==> config.mk <==
export PLATFORM = sky130hd
export DESIGN_NAME = golden_nonce_uart_tx
export DESIGN_NICKNAME = d
export VERILOG_FILES = /design/src/rtl/miner_pkg.sv /design/src/rtl/nonce_fifo.sv /design/src/rtl/golden_nonce_uart_tx.sv
export SDC_FILE = /design/constraint.sdc
export NUM_CORES = 1
export LEC_CHECK = 0
export CAP_MARGIN = 20
export CELL_PAD_IN_SITES_DETAIL_PLACEMENT = 2
export CELL_PAD_IN_SITES_GLOBAL_PLACEMENT = 2
export CORE_MARGIN = 1.5
export CORE_UTILIZATION = 47
export CTS_CLUSTER_SIZE = 10
export DETAILED_ROUTE_END_ITERATION = 7
export GPL_TIMING_DRIVEN = 0
export PLACE_DENSITY_LB_ADDON = 0.1
export SLEW_MARGIN = 30
export SYNTH_ARGS = -nofsm -noshare
export SYNTH_HDL_FRONTEND = slang
export SYNTH_SLANG_ARGS = --single-unit
==> constraint.sdc <==
create_clock -name hash_clk -period 4.38 [get_ports hash_clk]
set_input_delay 0.876 -clock hash_clk [delete_from_list [all_inputs] [get_ports hash_clk]]
set_output_delay 0.876 -clock hash_clk [all_outputs]
set_load 0.1 [all_outputs]
==> src/rtl/miner_pkg.sv <==
// Shared definitions for the miner result path: UART frame layout and FSM encoding.
package miner_pkg;

    localparam logic [7:0] SYNC_BYTE_DEFAULT = 8'h55;
    localparam int         FRAME_BYTES       = 5;

    typedef enum logic [1:0] {
        ST_IDLE,
        ST_START,
        ST_DATA,
        ST_STOP
    } uart_state_t;

    // Byte 0 of a frame is the sync header; bytes 1..4 walk the nonce MSB first.
    function automatic logic [7:0] nonce_byte(input logic [31:0] nonce, input logic [2:0] idx);
        case (idx)
            3'd1:    return nonce[31:24];
            3'd2:    return nonce[23:16];
            3'd3:    return nonce[15:8];
            default: return nonce[7:0];
        endcase
    endfunction

endpackage

==> src/rtl/nonce_fifo.sv <==
// Synchronous FIFO with registered read port; a pop on a full queue frees the slot for a same-cycle push.
module nonce_fifo #(
    parameter int WIDTH      = 32,
    parameter int DEPTH_LOG2 = 2
) (
    input  logic                  clk,
    input  logic                  rst,
    input  logic                  i_push,
    input  logic [WIDTH-1:0]      i_wr_data,
    input  logic                  i_pop,
    output logic [WIDTH-1:0]      o_rd_data,
    output logic                  o_full,
    output logic                  o_empty,
    output logic [DEPTH_LOG2:0]   o_count
);

    localparam int DEPTH = 1 << DEPTH_LOG2;
    localparam int CW    = DEPTH_LOG2 + 1;

    logic [WIDTH-1:0]      r_mem [DEPTH];
    logic [DEPTH_LOG2-1:0] r_wr_ptr;
    logic [DEPTH_LOG2-1:0] r_rd_ptr;
    logic [DEPTH_LOG2:0]   r_count;
    logic [WIDTH-1:0]      r_rd_data;

    logic w_full;
    logic w_empty;
    logic w_do_pop;
    logic w_do_push;

    assign w_full    = (r_count == CW'(DEPTH));
    assign w_empty   = (r_count == '0);
    assign w_do_pop  = i_pop & ~w_empty;
    assign w_do_push = i_push & (~w_full | w_do_pop);

    always_ff @(posedge clk) begin
        if (w_do_push) begin
            r_mem[r_wr_ptr] <= i_wr_data;
        end
    end

    always_ff @(posedge clk or posedge rst) begin
        if (rst) begin
            r_wr_ptr  <= '0;
            r_rd_ptr  <= '0;
            r_count   <= '0;
            r_rd_data <= '0;
        end else begin
            if (w_do_push) begin
                r_wr_ptr <= r_wr_ptr + 1'b1;
            end
            if (w_do_pop) begin
                r_rd_ptr  <= r_rd_ptr + 1'b1;
                r_rd_data <= r_mem[r_rd_ptr];
            end
            case ({w_do_push, w_do_pop})
                2'b10:   r_count <= r_count + 1'b1;
                2'b01:   r_count <= r_count - 1'b1;
                default: r_count <= r_count;
            endcase
        end
    end

    assign o_rd_data = r_rd_data;
    assign o_full    = w_full;
    assign o_empty   = w_empty;
    assign o_count   = r_count;

endmodule

==> src/rtl/golden_nonce_uart_tx.sv <==
// Queues golden nonces and sends each as a 5-byte 8N1 frame (sync byte + nonce MSB first).
module golden_nonce_uart_tx
    import miner_pkg::*;
#(
    parameter int         CLKS_PER_BIT    = 434,
    parameter int         FIFO_DEPTH_LOG2 = 2,
    parameter logic [7:0] SYNC_BYTE       = SYNC_BYTE_DEFAULT
) (
    input  logic                       hash_clk,
    input  logic                       reset,
    input  logic                       golden_valid,
    input  logic [31:0]                golden_nonce,
    output logic                       uart_tx,
    output logic                       busy,
    output logic [FIFO_DEPTH_LOG2:0]   fifo_count,
    output logic                       overflow,
    output logic [7:0]                 drop_count
);

    localparam int                BAUD_W    = (CLKS_PER_BIT > 1) ? $clog2(CLKS_PER_BIT) : 1;
    localparam logic [BAUD_W-1:0] BAUD_LAST = BAUD_W'(CLKS_PER_BIT - 1);
    localparam logic [2:0]        LAST_BYTE = 3'(FRAME_BYTES - 1);

    uart_state_t       r_state;
    uart_state_t       w_state_next;
    logic [BAUD_W-1:0] r_baud;
    logic [BAUD_W-1:0] w_baud_next;
    logic [2:0]        r_bit_idx;
    logic [2:0]        w_bit_idx_next;
    logic [2:0]        r_byte_idx;
    logic [2:0]        w_byte_idx_next;
    logic [7:0]        r_shift;
    logic [7:0]        w_shift_next;
    logic              r_tx;
    logic              r_busy;
    logic              r_overflow;
    logic [7:0]        r_drop_count;

    logic                     w_pop;
    logic                     w_full;
    logic                     w_empty;
    logic                     w_drop;
    logic                     w_baud_done;
    logic [31:0]              w_shadow;
    logic [FIFO_DEPTH_LOG2:0] w_count;

    // The FIFO's registered read port doubles as the shadow copy of the nonce in flight.
    nonce_fifo #(
        .WIDTH      (32),
        .DEPTH_LOG2 (FIFO_DEPTH_LOG2)
    ) u_fifo (
        .clk       (hash_clk),
        .rst       (reset),
        .i_push    (golden_valid),
        .i_wr_data (golden_nonce),
        .i_pop     (w_pop),
        .o_rd_data (w_shadow),
        .o_full    (w_full),
        .o_empty   (w_empty),
        .o_count   (w_count)
    );

    assign w_baud_done = (r_baud == BAUD_LAST);
    assign w_drop      = golden_valid & w_full & ~w_pop;

    always_comb begin
        w_state_next    = r_state;
        w_baud_next     = r_baud;
        w_bit_idx_next  = r_bit_idx;
        w_byte_idx_next = r_byte_idx;
        w_shift_next    = r_shift;
        w_pop           = 1'b0;
        unique case (r_state)
            ST_IDLE: begin
                if (!w_empty) begin
                    w_pop           = 1'b1;
                    w_byte_idx_next = '0;
                    w_shift_next    = SYNC_BYTE;
                    w_baud_next     = '0;
                    w_state_next    = ST_START;
                end
            end
            ST_START: begin
                if (w_baud_done) begin
                    w_baud_next    = '0;
                    w_bit_idx_next = '0;
                    w_state_next   = ST_DATA;
                end else begin
                    w_baud_next = r_baud + 1'b1;
                end
            end
            ST_DATA: begin
                if (w_baud_done) begin
                    w_baud_next  = '0;
                    w_shift_next = {1'b0, r_shift[7:1]};
                    if (r_bit_idx == 3'd7) begin
                        w_state_next = ST_STOP;
                    end else begin
                        w_bit_idx_next = r_bit_idx + 1'b1;
                    end
                end else begin
                    w_baud_next = r_baud + 1'b1;
                end
            end
            ST_STOP: begin
                if (w_baud_done) begin
                    w_baud_next = '0;
                    if (r_byte_idx < LAST_BYTE) begin
                        w_byte_idx_next = r_byte_idx + 1'b1;
                        w_shift_next    = nonce_byte(w_shadow, r_byte_idx + 1'b1);
                        w_state_next    = ST_START;
                    end else begin
                        w_state_next = ST_IDLE;
                    end
                end else begin
                    w_baud_next = r_baud + 1'b1;
                end
            end
            default: w_state_next = ST_IDLE;
        endcase
    end

    always_ff @(posedge hash_clk or posedge reset) begin
        if (reset) begin
            r_state    <= ST_IDLE;
            r_baud     <= '0;
            r_bit_idx  <= '0;
            r_byte_idx <= '0;
            r_shift    <= '0;
        end else begin
            r_state    <= w_state_next;
            r_baud     <= w_baud_next;
            r_bit_idx  <= w_bit_idx_next;
            r_byte_idx <= w_byte_idx_next;
            r_shift    <= w_shift_next;
        end
    end

    // Line level and busy are registered from the current state so both share one cycle of delay.
    always_ff @(posedge hash_clk or posedge reset) begin
        if (reset) begin
            r_tx         <= 1'b1;
            r_busy       <= 1'b0;
            r_overflow   <= 1'b0;
            r_drop_count <= '0;
        end else begin
            case (r_state)
                ST_START: r_tx <= 1'b0;
                ST_DATA:  r_tx <= r_shift[0];
                default:  r_tx <= 1'b1;
            endcase
            r_busy <= (r_state != ST_IDLE) | (w_count != '0);
            if (w_drop) begin
                r_overflow <= 1'b1;
                if (r_drop_count != 8'hFF) begin
                    r_drop_count <= r_drop_count + 8'd1;
                end
            end
        end
    end

    assign uart_tx    = r_tx;
    assign busy       = r_busy;
    assign fifo_count = w_count;
    assign overflow   = r_overflow;
    assign drop_count = r_drop_count;

endmodule

==> Word level (Yosys, flattened, before mapping) <==
Memory sizes are Yosys's and may differ from the RTL's. A register that Yosys moved wholly into a read port is not among the register bits.
Cells that the tools add are included.
Widths: inputs -> output; s select.
{ "totals": {"memories": 1, "ff_bits": 43, "in_bits": 35, "ramBits": 128} }
{ "memory_table": {"columns": ["name", "words", "word_bits", "rd", "rd_clocked_by_memory_dff", "write_ports", "line", "source"], "rows": [
  ["u_fifo.r_mem", 4, 32, 1, 1, 1, "nonce_fifo.sv:20", "logic [WIDTH-1:0] r_mem [DEPTH];"]
]} }
{ "op_classes": {"n_bitwise": 9, "add_sub_neg": 8, "eq_ne": 19, "n_reduce_logical": 14, "magnitude_cmp": 1, "mux": 30} }
{ "op_table": {"columns": ["op", "n"], "rows": [
  ["$pmux 8 s3", 2],
  ["$mux 8", 4],
  ["$mux 3", 6],
  ["$mux 9", 2],
  ["$pmux 3 s2", 3],
  ["$pmux 9 s2", 1],
  ["$ne 2x2->1 const B", 7],
  ["$mux 2", 5],
  ["$reduce_and 5->1", 2],
  ["$add 3x1->3 const B", 3],
  ["$add 9x1->9 const B", 1],
  ["$eq 9x9->1 const B", 1],
  ["$add 8x1->8 const B", 1],
  ["$ne 8x8->1 const B", 1],
  ["$pmux 2 s4", 1],
  ["$reduce_and 4->1", 2],
  ["$reduce_bool 2->1", 4],
  ["$eq 2x2->1 const B", 3],
  ["$eq 3x2->1 const B", 2],
  ["$eq 3x3->1 const B", 2],
  ["$reduce_bool 3->1", 2],
  ["$mux 1", 5],
  ["$add 2x1->2 const B", 2],
  ["$and 1x1->1", 4],
  ["other kinds (11)", 15]
]} }

==> Logic depth before layout (Yosys ltp) <==
Gate-level depths: netlist (run 1).
{ "logic_depth": {"word_depth": 8, "depth_mapped": 13, "depth_no_buf": 11} }

==> Cells and area by module <==
From an unflattened synthesis (run 1), not the netlist that was laid out.
{ "unflattened": {"cells_unflattened": 560, "area_unflattened_um2": 8466.9} }
{ "by_module_without_submodules": {"columns": ["module", "area_per_inst_um2", "instances", "cells_per_inst"], "rows": [
  ["nonce_fifo", 6237.2, 1, 342],
  ["golden_nonce_uart_tx", 2229.6, 1, 218]
]} }

==> Worst setup path before layout (run 1) <==
OpenSTA, ideal clock, no wires.
{ "synth_path": {"path_type": "reg2reg", "startpoint": "register u_fifo.r_count[0] (netlist: u_fifo.o_count[0])", "endpoint": "register u_fifo.r_count[2] (netlist: u_fifo.o_count[2])", "period_less_slack_ns": 2.937, "path_stages_with_launch": 11, "slack_ns": 1.443, "setup_ns": 0.166, "arrival_time_ns": 2.770, "path_cell_list": "dfrtp_1 -> buf_2 -> o31ai_2 -> inv_2 -> clkbuf_1 -> ha_1 -> inv_1 -> fa_1 -> xor2_1 -> nor2_1 -> xor2_1"} }
{ "synth_between": {"elab_chain_len": 8, "elab_cells_between_ends": 15} }
{ "synth_rtl": {"columns": ["item", "line", "source"], "rows": [
  ["start, declared", "nonce_fifo.sv:23", "logic [DEPTH_LOG2:0] r_count;"],
  ["start signal, assigned", "nonce_fifo.sv:57", "2'b10: r_count <= r_count + 1'b1;"],
  ["start signal, assigned", "nonce_fifo.sv:58", "2'b01: r_count <= r_count - 1'b1;"],
  ["start signal, assigned", "nonce_fifo.sv:59", "default: r_count <= r_count;"],
  ["$logic_not 3->1 *", "nonce_fifo.sv:32", "assign w_empty = (r_count == '0);"],
  ["$mux 1", "golden_nonce_uart_tx.sv:75", "if (!w_empty) begin"],
  ["$mux 1", "golden_nonce_uart_tx.sv:73", "unique case (r_state)"],
  ["$and 1x1->1 *", "nonce_fifo.sv:33", "assign w_do_pop = i_pop & ~w_empty;"],
  ["via u_fifo.w_do_pop", "nonce_fifo.sv:28", "logic w_do_pop;"],
  ["$or 1x1->1", "nonce_fifo.sv:34", "assign w_do_push = i_push & (~w_full | w_do_pop);"],
  ["$and 1x1->1", "nonce_fifo.sv:34", null],
  ["$eq 2x1->1 / $eq 2x2->1 (equally long branches)", "nonce_fifo.sv:56", "case ({w_do_push, w_do_pop})"],
  ["$pmux 3 s2 / $reduce_bool 2->1 (equally long branches)", null, null]
]} }
Mark *: on every way through the listed nets, which the timed path passes. The rest lies on a longest branch.
A chain may end at the register's enable or synchronous reset.

==> Final worst setup path (run 1) <==
{ "layout_path": {"startpoint": "register u_fifo.r_count[1] (netlist: u_fifo.o_count[1])", "endpoint": "output port fifo_count[1]"} }
{ "layout_lines": {"columns": ["item", "line", "source"], "rows": [
  ["end, declared", "golden_nonce_uart_tx.sv:15", "output logic [FIFO_DEPTH_LOG2:0] fifo_count,"]
]} }
No word-level cell between the ends.

==> results.py, run 1 <==
metrics = {
    "outcome": {
        "outcome": "complete, no violations",
    },
    "flow_run": {
        "maxCapViolCount": 0,
    },
    "synth": {
        "synth-edff-count": 128,
        "synth_nets": 625,
        "post_synth_inst_count": 570,
        "ys_warn_count": 0,
        "yosysTopAreaCell": "edfxtp_1",
        "async_flop_share": 0.369,
        "yosysTopAreaCellShare": 0.455,
        "ys_types": 61,
        "syn_area_sq_um": 8460,
        "yosysSeqAreaShare": 0.677,
        "ys_ff_latch": 203,
        "synth_area_leaders": "edfxtp_1, dfrtp_1, mux4_2",
        "synth_area_per_cell_sq_um": 14.8,
        "synthFlopType": "edfxtp_1",
    },
    "timing": {
        "clock_skew_ns": 0.0197,
        "setup_violations": 0,
        "finalMaxSlewViolations": 0,
        "rsz0062_at_grt": "false",
        "fin_tns_setup_ns": 0,
        "fmax_ghz": 0.317,
        "layout_setup_ws_ns": 1.22,
        "hold_viol": 0,
        "worst_pin_slew_ns": 0.982,
        "max_slew_margin": 0.343,
        "period_minus_slack_ns": 3.16,
        "post-route-period-util": 0.720,
    },
    "floorplanning": {
        "initial_core_util": 0.486,
        "core_sq_um": 17400,
        "io_pins": 49,
        "die_y_microns": 137,
        "fp.dieW_microns": 137,
        "die-area_sq_um": 18800,
        "rows": 48,
    },
    "critical_path": {
        "crit_buf_inv": 1,
        "endpoint_kind": "output pin",
        "slowest_stage": "clkdlybuf4s50_1",
        "critPathLaunchType": "flip-flop",
        "cpPeakStageDelay_ns": 1.21,
        "cp.required_ns": 3.50,
        "cp.arrival_ns": 2.28,
        "crit_start": "u_fifo.o_count[1]",
        "worst-path-max-fanout": 5,
        "criticalPathCategory": "reg2out",
        "r2r_setup_slack_ns": 1.39,
        "reg2reg_depth": 12,
        "critPathTopFamily": "buffers and inverters",
        "r2r_start": "r_state[0]",
        "path_cells": "clkdlybuf4s50_1",
        "r2r_end": "u_fifo.o_count[2]",
    },
    "power_and_ir_drop": {
        "leakagePower_nw": 3.84,
        "p_per_area_nw_per_um2": 730,
        "peakVddDrop_mv": 0.454,
    },
    "layout": {
        "n_antenna_cell": 0,
        "final_nets": 704,
        "syn_to_final_growth_pct": 18.7,
        "fillers": 1556,
        "drive_above_1_share": 0.141,
    },
    "worst_hold_path": {
        "min_path_type": "reg2reg",
        "hold_depth": 1,
        "min_from": "overflow",
        "min_to": "overflow",
    },
    "place": {
        "gp_congestion": 0.787,
        "place_ws_ns": 1.33,
        "hpwlAfterDp_mm": 14.1,
        "placement.io_buffers": 48,
    },
    "clocking": {
        "cts.path.max_buffers": 3,
        "cts-root-buf": "clkbuf_16",
        "cts_tree": "yes",
        "clock-sinks": 203,
        "cts_setup_buffers": 0,
        "cts.reportedPaths.clkPinSlew_ns": 0.05,
        "h-tree-depth": 1,
        "cts_resized": 0,
        "insertion_delay_ns": 0.53,
        "cts_inserted_buffers": 24,
        "hold_buffers": 0,
    },
    "global_route": {
        "grt_pass1_wl_mm": 34.1,
        "grt_use_total": 0.245,
        "grt_max_degree": 50,
        "gr-total-overflow": 0,
        "grt_pass1_vias": 5883,
        "antenna_found_initial": 0,
    },
    "routing": {
        "vias_per_cell": 5.69,
        "first_pass_iters": 4,
        "wl_per_cell_microns": 23.8,
        "vias": 5071,
        "drcViolationCount": 0,
        "finalWirelength_mm": 21.2,
        "dr.first_iter.drc_count": 226,
        "antenna_left": 0,
    },
}
==> state kept, by name, indices dropped and copies added (netlist names) <==
name / cells
u_fifo.o_rd_data: 32
u_fifo.o_count: 3
r_byte_idx: 3
overflow: 1
u_fifo.r_wr_ptr: 2
r_state: 2
drop_count: 8
r_baud: 9
u_fifo.r_mem: 128
uart_tx: 1
r_bit_idx: 3
busy: 1
r_shift: 8
u_fifo.r_rd_ptr: 2
==> metrics by stage <==
stage	cell area [sq um]	total power, mW	hold slack [ns]	std cells	util
floorplan	8460	4.64	0.439	570	-
global placement	9220	5.27	0.443	843	0.529
detailed placement	9330	5.54	0.451	848	0.536
CTS	10000	7.41	0.464	891	0.576
global route	10000	7.74	0.498	891	0.577
finish	10000	7.33	0.458	891	0.577
==> cell families after synthesis <==
family                     synth area share
DFF                                   0.677
adders and majority gates            0.0305
and+or+nand+nor                      0.0913
buffers and inverters                0.0244
AOI/OAI and AO/OA                    0.0692
xor gates and xnor gates             0.0166
muxes                                0.0914
==> cells in the mapped netlist, types with 2 or more instances <==
cell and n:
a21boi_0 6, a21o_1 3, a21oi_1 14, a222oi_1 8
a22o_1 3, a22oi_1 2, a31oi_1 6, and2_1 7
and3_1 2, buf_2 5, buf_6 2, clkbuf_1 16
dfrtp_1 74, edfxtp_1 128, ha_1 19, inv_1 20
inv_2 2, mux2_2 2, mux2i_1 3, mux4_2 32
nand2_1 106, nand3_1 5, nand4_1 6, nor2_1 13
nor2b_1 3, nor3_1 4, nor4b_4 2, o211ai_1 4
o21ai_0 22, o22ai_1 2, o2bb2ai_1 3, or3_1 3
xnor2_1 9, xor2_1 7
==> how the worst max path moves through the flow <==
stage | to | cells past startpoint | slack (ns)
2_1_floorplan | u_fifo.o_count[2] | 10 | 1.44
5_1_grt | fifo_count[2] | 1 | 1.14
3_5_place_dp | u_fifo.o_count[2] | 10 | 1.33
3_3_place_gp | u_fifo.o_rd_data[29] | 2 | 0.31
4_1_cts | u_fifo.o_count[2] | 10 | 1.18
6_report | fifo_count[1] | 1 | 1.22
==> final cells by class <==
type	instances	area, sq um	share of cell area
clock inverter	2	35.0	0.00349
timing repair buffer	53	588	0.0586
multi-input combinational	320	2540	0.253
buffer	25	124	0.0123
inverter	22	85.1	0.00847
clock buffer	41	664	0.0662
sequential	203	5720	0.570
tap	225	282	0.0280
==> per-layer routing <==
| layer | share of wire | up-vias | GRT usage |
|---|---|---|---|
| met5 | 0 | - | 0 |
| met2 | 0.55 | 82 | 0.448 |
| met3 | 0.027 | 35 | 0.0381 |
| met4 | 0.022 | 0 | 0.0591 |
| met1 | 0.41 | 2674 | 0.306 |
| li1 | - | 2280 | - |
==> cells in the final DEF (no fill, tap or decap), types with 7 or more instances in the layout <==
cell	synthesis	layout
edfxtp_1	128	128
nand2_1	106	106
dfrtp_1	74	74
clkdlybuf4s50_1	0	48
clkbuf_1	16	33
mux4_2	32	32
clkbuf_16	0	24
o21ai_0	22	22
inv_1	20	19
ha_1	19	19
a21oi_1	14	14
nor2_1	13	13
xnor2_1	9	9
a222oi_1	8	8
xor2_1	7	7
==> where the power goes <==
part | switching (mW) | total, mW | leakage, nW | internal (mW)
combinational | 1.68 | 2.65 | 1.41 | 0.967
clock | 0.754 | 1.78 | 0.331 | 1.03
sequential | 0.303 | 2.90 | 2.10 | 2.59
(Power assumes the default switching activity.)
==> run 2, diff against run 1 <==
CORE_UTILIZATION = 43   (was 47)
clock period = 3.3 ns   (was 4.38 ns; I/O delays follow)
==> run 2 against run 1 <==
  * Worst hold slack got worse by 0.0014 ns
  * Critical path type is now reg2reg
  * Die area grew 9.1%
  * Highest routed layer unchanged
  * Largest cell class unchanged
  * Total power up 33%
  * Sequential power increased by 32%
==> results.py, run 2 (same netlist as run 1, synthesis figures left out) <==
metrics = {
    "outcome": {
        "outcome": "complete, no violations",
    },
    "place": {
        "placement.io_buffers": 48,
        "hpwlAfterDp_mm": 13.4,
        "place_ws_ns": 0.278,
        "gp_congestion": 0.785,
    },
    "clocking": {
        "clock-sinks": 203,
        "hold_buffers": 0,
        "cts_tree": "yes",
        "cts-root-buf": "clkbuf_16",
        "h-tree-depth": 1,
        "cts.path.max_buffers": 3,
        "cts_setup_buffers": 0,
        "cts.reportedPaths.clkPinSlew_ns": 0.06,
        "cts_inserted_buffers": 25,
        "cts_resized": 0,
        "insertion_delay_ns": 0.53,
    },
    "routing": {
        "first_pass_iters": 6,
        "vias_per_cell": 5.42,
        "drcViolationCount": 0,
        "antenna_left": 0,
        "finalWirelength_mm": 20.7,
        "vias": 5036,
        "dr.first_iter.drc_count": 244,
        "wl_per_cell_microns": 22.2,
    },
    "worst_hold_path": {
        "min_from": "overflow",
        "min_path_type": "reg2reg",
        "hold_depth": 1,
    },
    "layout": {
        "largest_reg_flops": 128,
        "drive_above_1_share": 0.140,
        "layout_commonest_cell": "edfxtp_1",
        "syn_to_final_growth_pct": 18.8,
        "regMostFlops": "u_fifo.r_mem",
        "n_antenna_cell": 0,
        "final_nets": 701,
        "fillers": 1791,
        "final_cell_mix": "edfxtp_1, nand2_1, dfrtp_1",
    },
    "global_route": {
        "gr-total-overflow": 0,
        "grt_pass1_vias": 5767,
        "grt_max_degree": 42,
        "grt_use_total": 0.216,
        "antenna_found_initial": 0,
        "grt_pass1_wl_mm": 33.1,
    },
    "timing": {
        "whs_ns": 0.457,
        "finalMaxSlewViolations": 0,
        "clock_skew_ns": 0.0138,
        "fmax_ghz": 0.333,
        "period_minus_slack_ns": 3.00,
        "rsz0062_at_grt": "false",
        "post-route-period-util": 0.910,
        "layout_setup_ws_ns": 0.297,
        "max_slew_margin": 0.345,
        "setup_violations": 0,
        "hold_viol": 0,
        "worst_pin_slew_ns": 0.980,
    },
    "critical_path": {
        "crit_start": "r_state[0]",
        "critPathLaunchType": "flip-flop",
        "criticalPathCategory": "reg2reg",
        "endpoint_kind": "flip-flop",
        "cp.required_ns": 3.74,
        "r2r_start": "r_state[0]",
        "worst-path-max-fanout": 10,
        "reg2reg_depth": 12,
        "r2r_setup_slack_ns": 0.30,
        "cp.arrival_ns": 3.45,
    },
    "floorplanning": {
        "fp.dieW_microns": 143,
        "initial_core_util": 0.436,
        "core_sq_um": 19400,
        "die-area_sq_um": 20500,
        "die_y_microns": 143,
        "rows": 51,
        "io_pins": 49,
    },
    "flow_run": {
        "maxCapViolCount": 0,
    },
    "power_and_ir_drop": {
        "peakVddDrop_mv": 0.454,
        "p_per_area_nw_per_um2": 968,
        "leakagePower_nw": 3.83,
    },
}
-- run 2: cell count changes in the layout (fill, tap and decap cells not counted), moves of 2 or more --
cell       previous run  this run
and2_2                5         1
and2_4                0         4
buf_12                4         1
clkbuf_16            24        26
-- run 2: metrics by stage --
| step | instance area, sq um | std cells | TNS, ns | utilization | total power [mW] |
|---|---|---|---|---|---|
| 4_1_cts | 10000 | 930 | 0 | 0.518 | 9.89 |
| 5_1_grt | 10000 | 930 | 0 | 0.518 | 10.3 |
| 3_5_place_dp | 9300 | 884 | 0 | 0.479 | 7.30 |
| 6_report | 10000 | 930 | 0 | 0.518 | 9.72 |
| 2_1_floorplan | 8460 | 570 | 0 | - | 6.15 |
| 3_3_place_gp | 9270 | 883 | -78.55 | 0.478 | 7.04 |
-- run 2: final cells by class --
type / count / area (sq um) / share of cell area
Multi-Input combinational cell: 320 / 2540 / 0.253
Inverter: 22 / 85.1 / 0.00847
Clock inverter: 3 / 30.0 / 0.00299
Buffer: 25 / 124 / 0.0123
Sequential cell: 203 / 5720 / 0.570
Tap cell: 265 / 332 / 0.0330
Timing Repair Buffer: 49 / 500 / 0.0498
Clock buffer: 43 / 714 / 0.0711
-- run 2: critical path, stage by stage (launching register included) --
cell and delay, ns:
dfrtp_1 0.43, inv_1 0.14, ha_1 0.18, buf_6 0.16, o31ai_2 0.22, inv_2 0.22
clkbuf_1 0.41, ha_1 0.27, inv_1 0.06, fa_1 0.37, xor2_1 0.15, nor2_1 0.14
xor2_1 0.16
-- run 2: path summary, 6_finish.rpt --
path / to
worst max-delay path: u_fifo.o_count[2]
worst min-delay path: overflow
worst max register to register: u_fifo.o_count[2]
worst min register to register: overflow
max in group asynchronous: u_fifo.o_rd_data[12]
min in group asynchronous: u_fifo.r_wr_ptr[1]
-- run 2: power breakdown --
part / switching [mW] / internal [mW] / total [mW]
clock: 1.03 / 1.47 / 2.50
combinational: 2.17 / 1.23 / 3.40
sequential: 0.379 / 3.44 / 3.82
total: 3.58 / 6.14 / 9.72
-- run 2: metal layers --
| layer | vias to the layer above | global-route usage | share of wire |
|---|---|---|---|
| li1 | 2269 | - | - |
| met1 | 2653 | 0.268 | 0.42 |
| met2 | 81 | 0.393 | 0.53 |
| met3 | 33 | 0.0292 | 0.026 |
| met4 | 0 | 0.0618 | 0.024 |
| met5 | - | 0 | 0 |
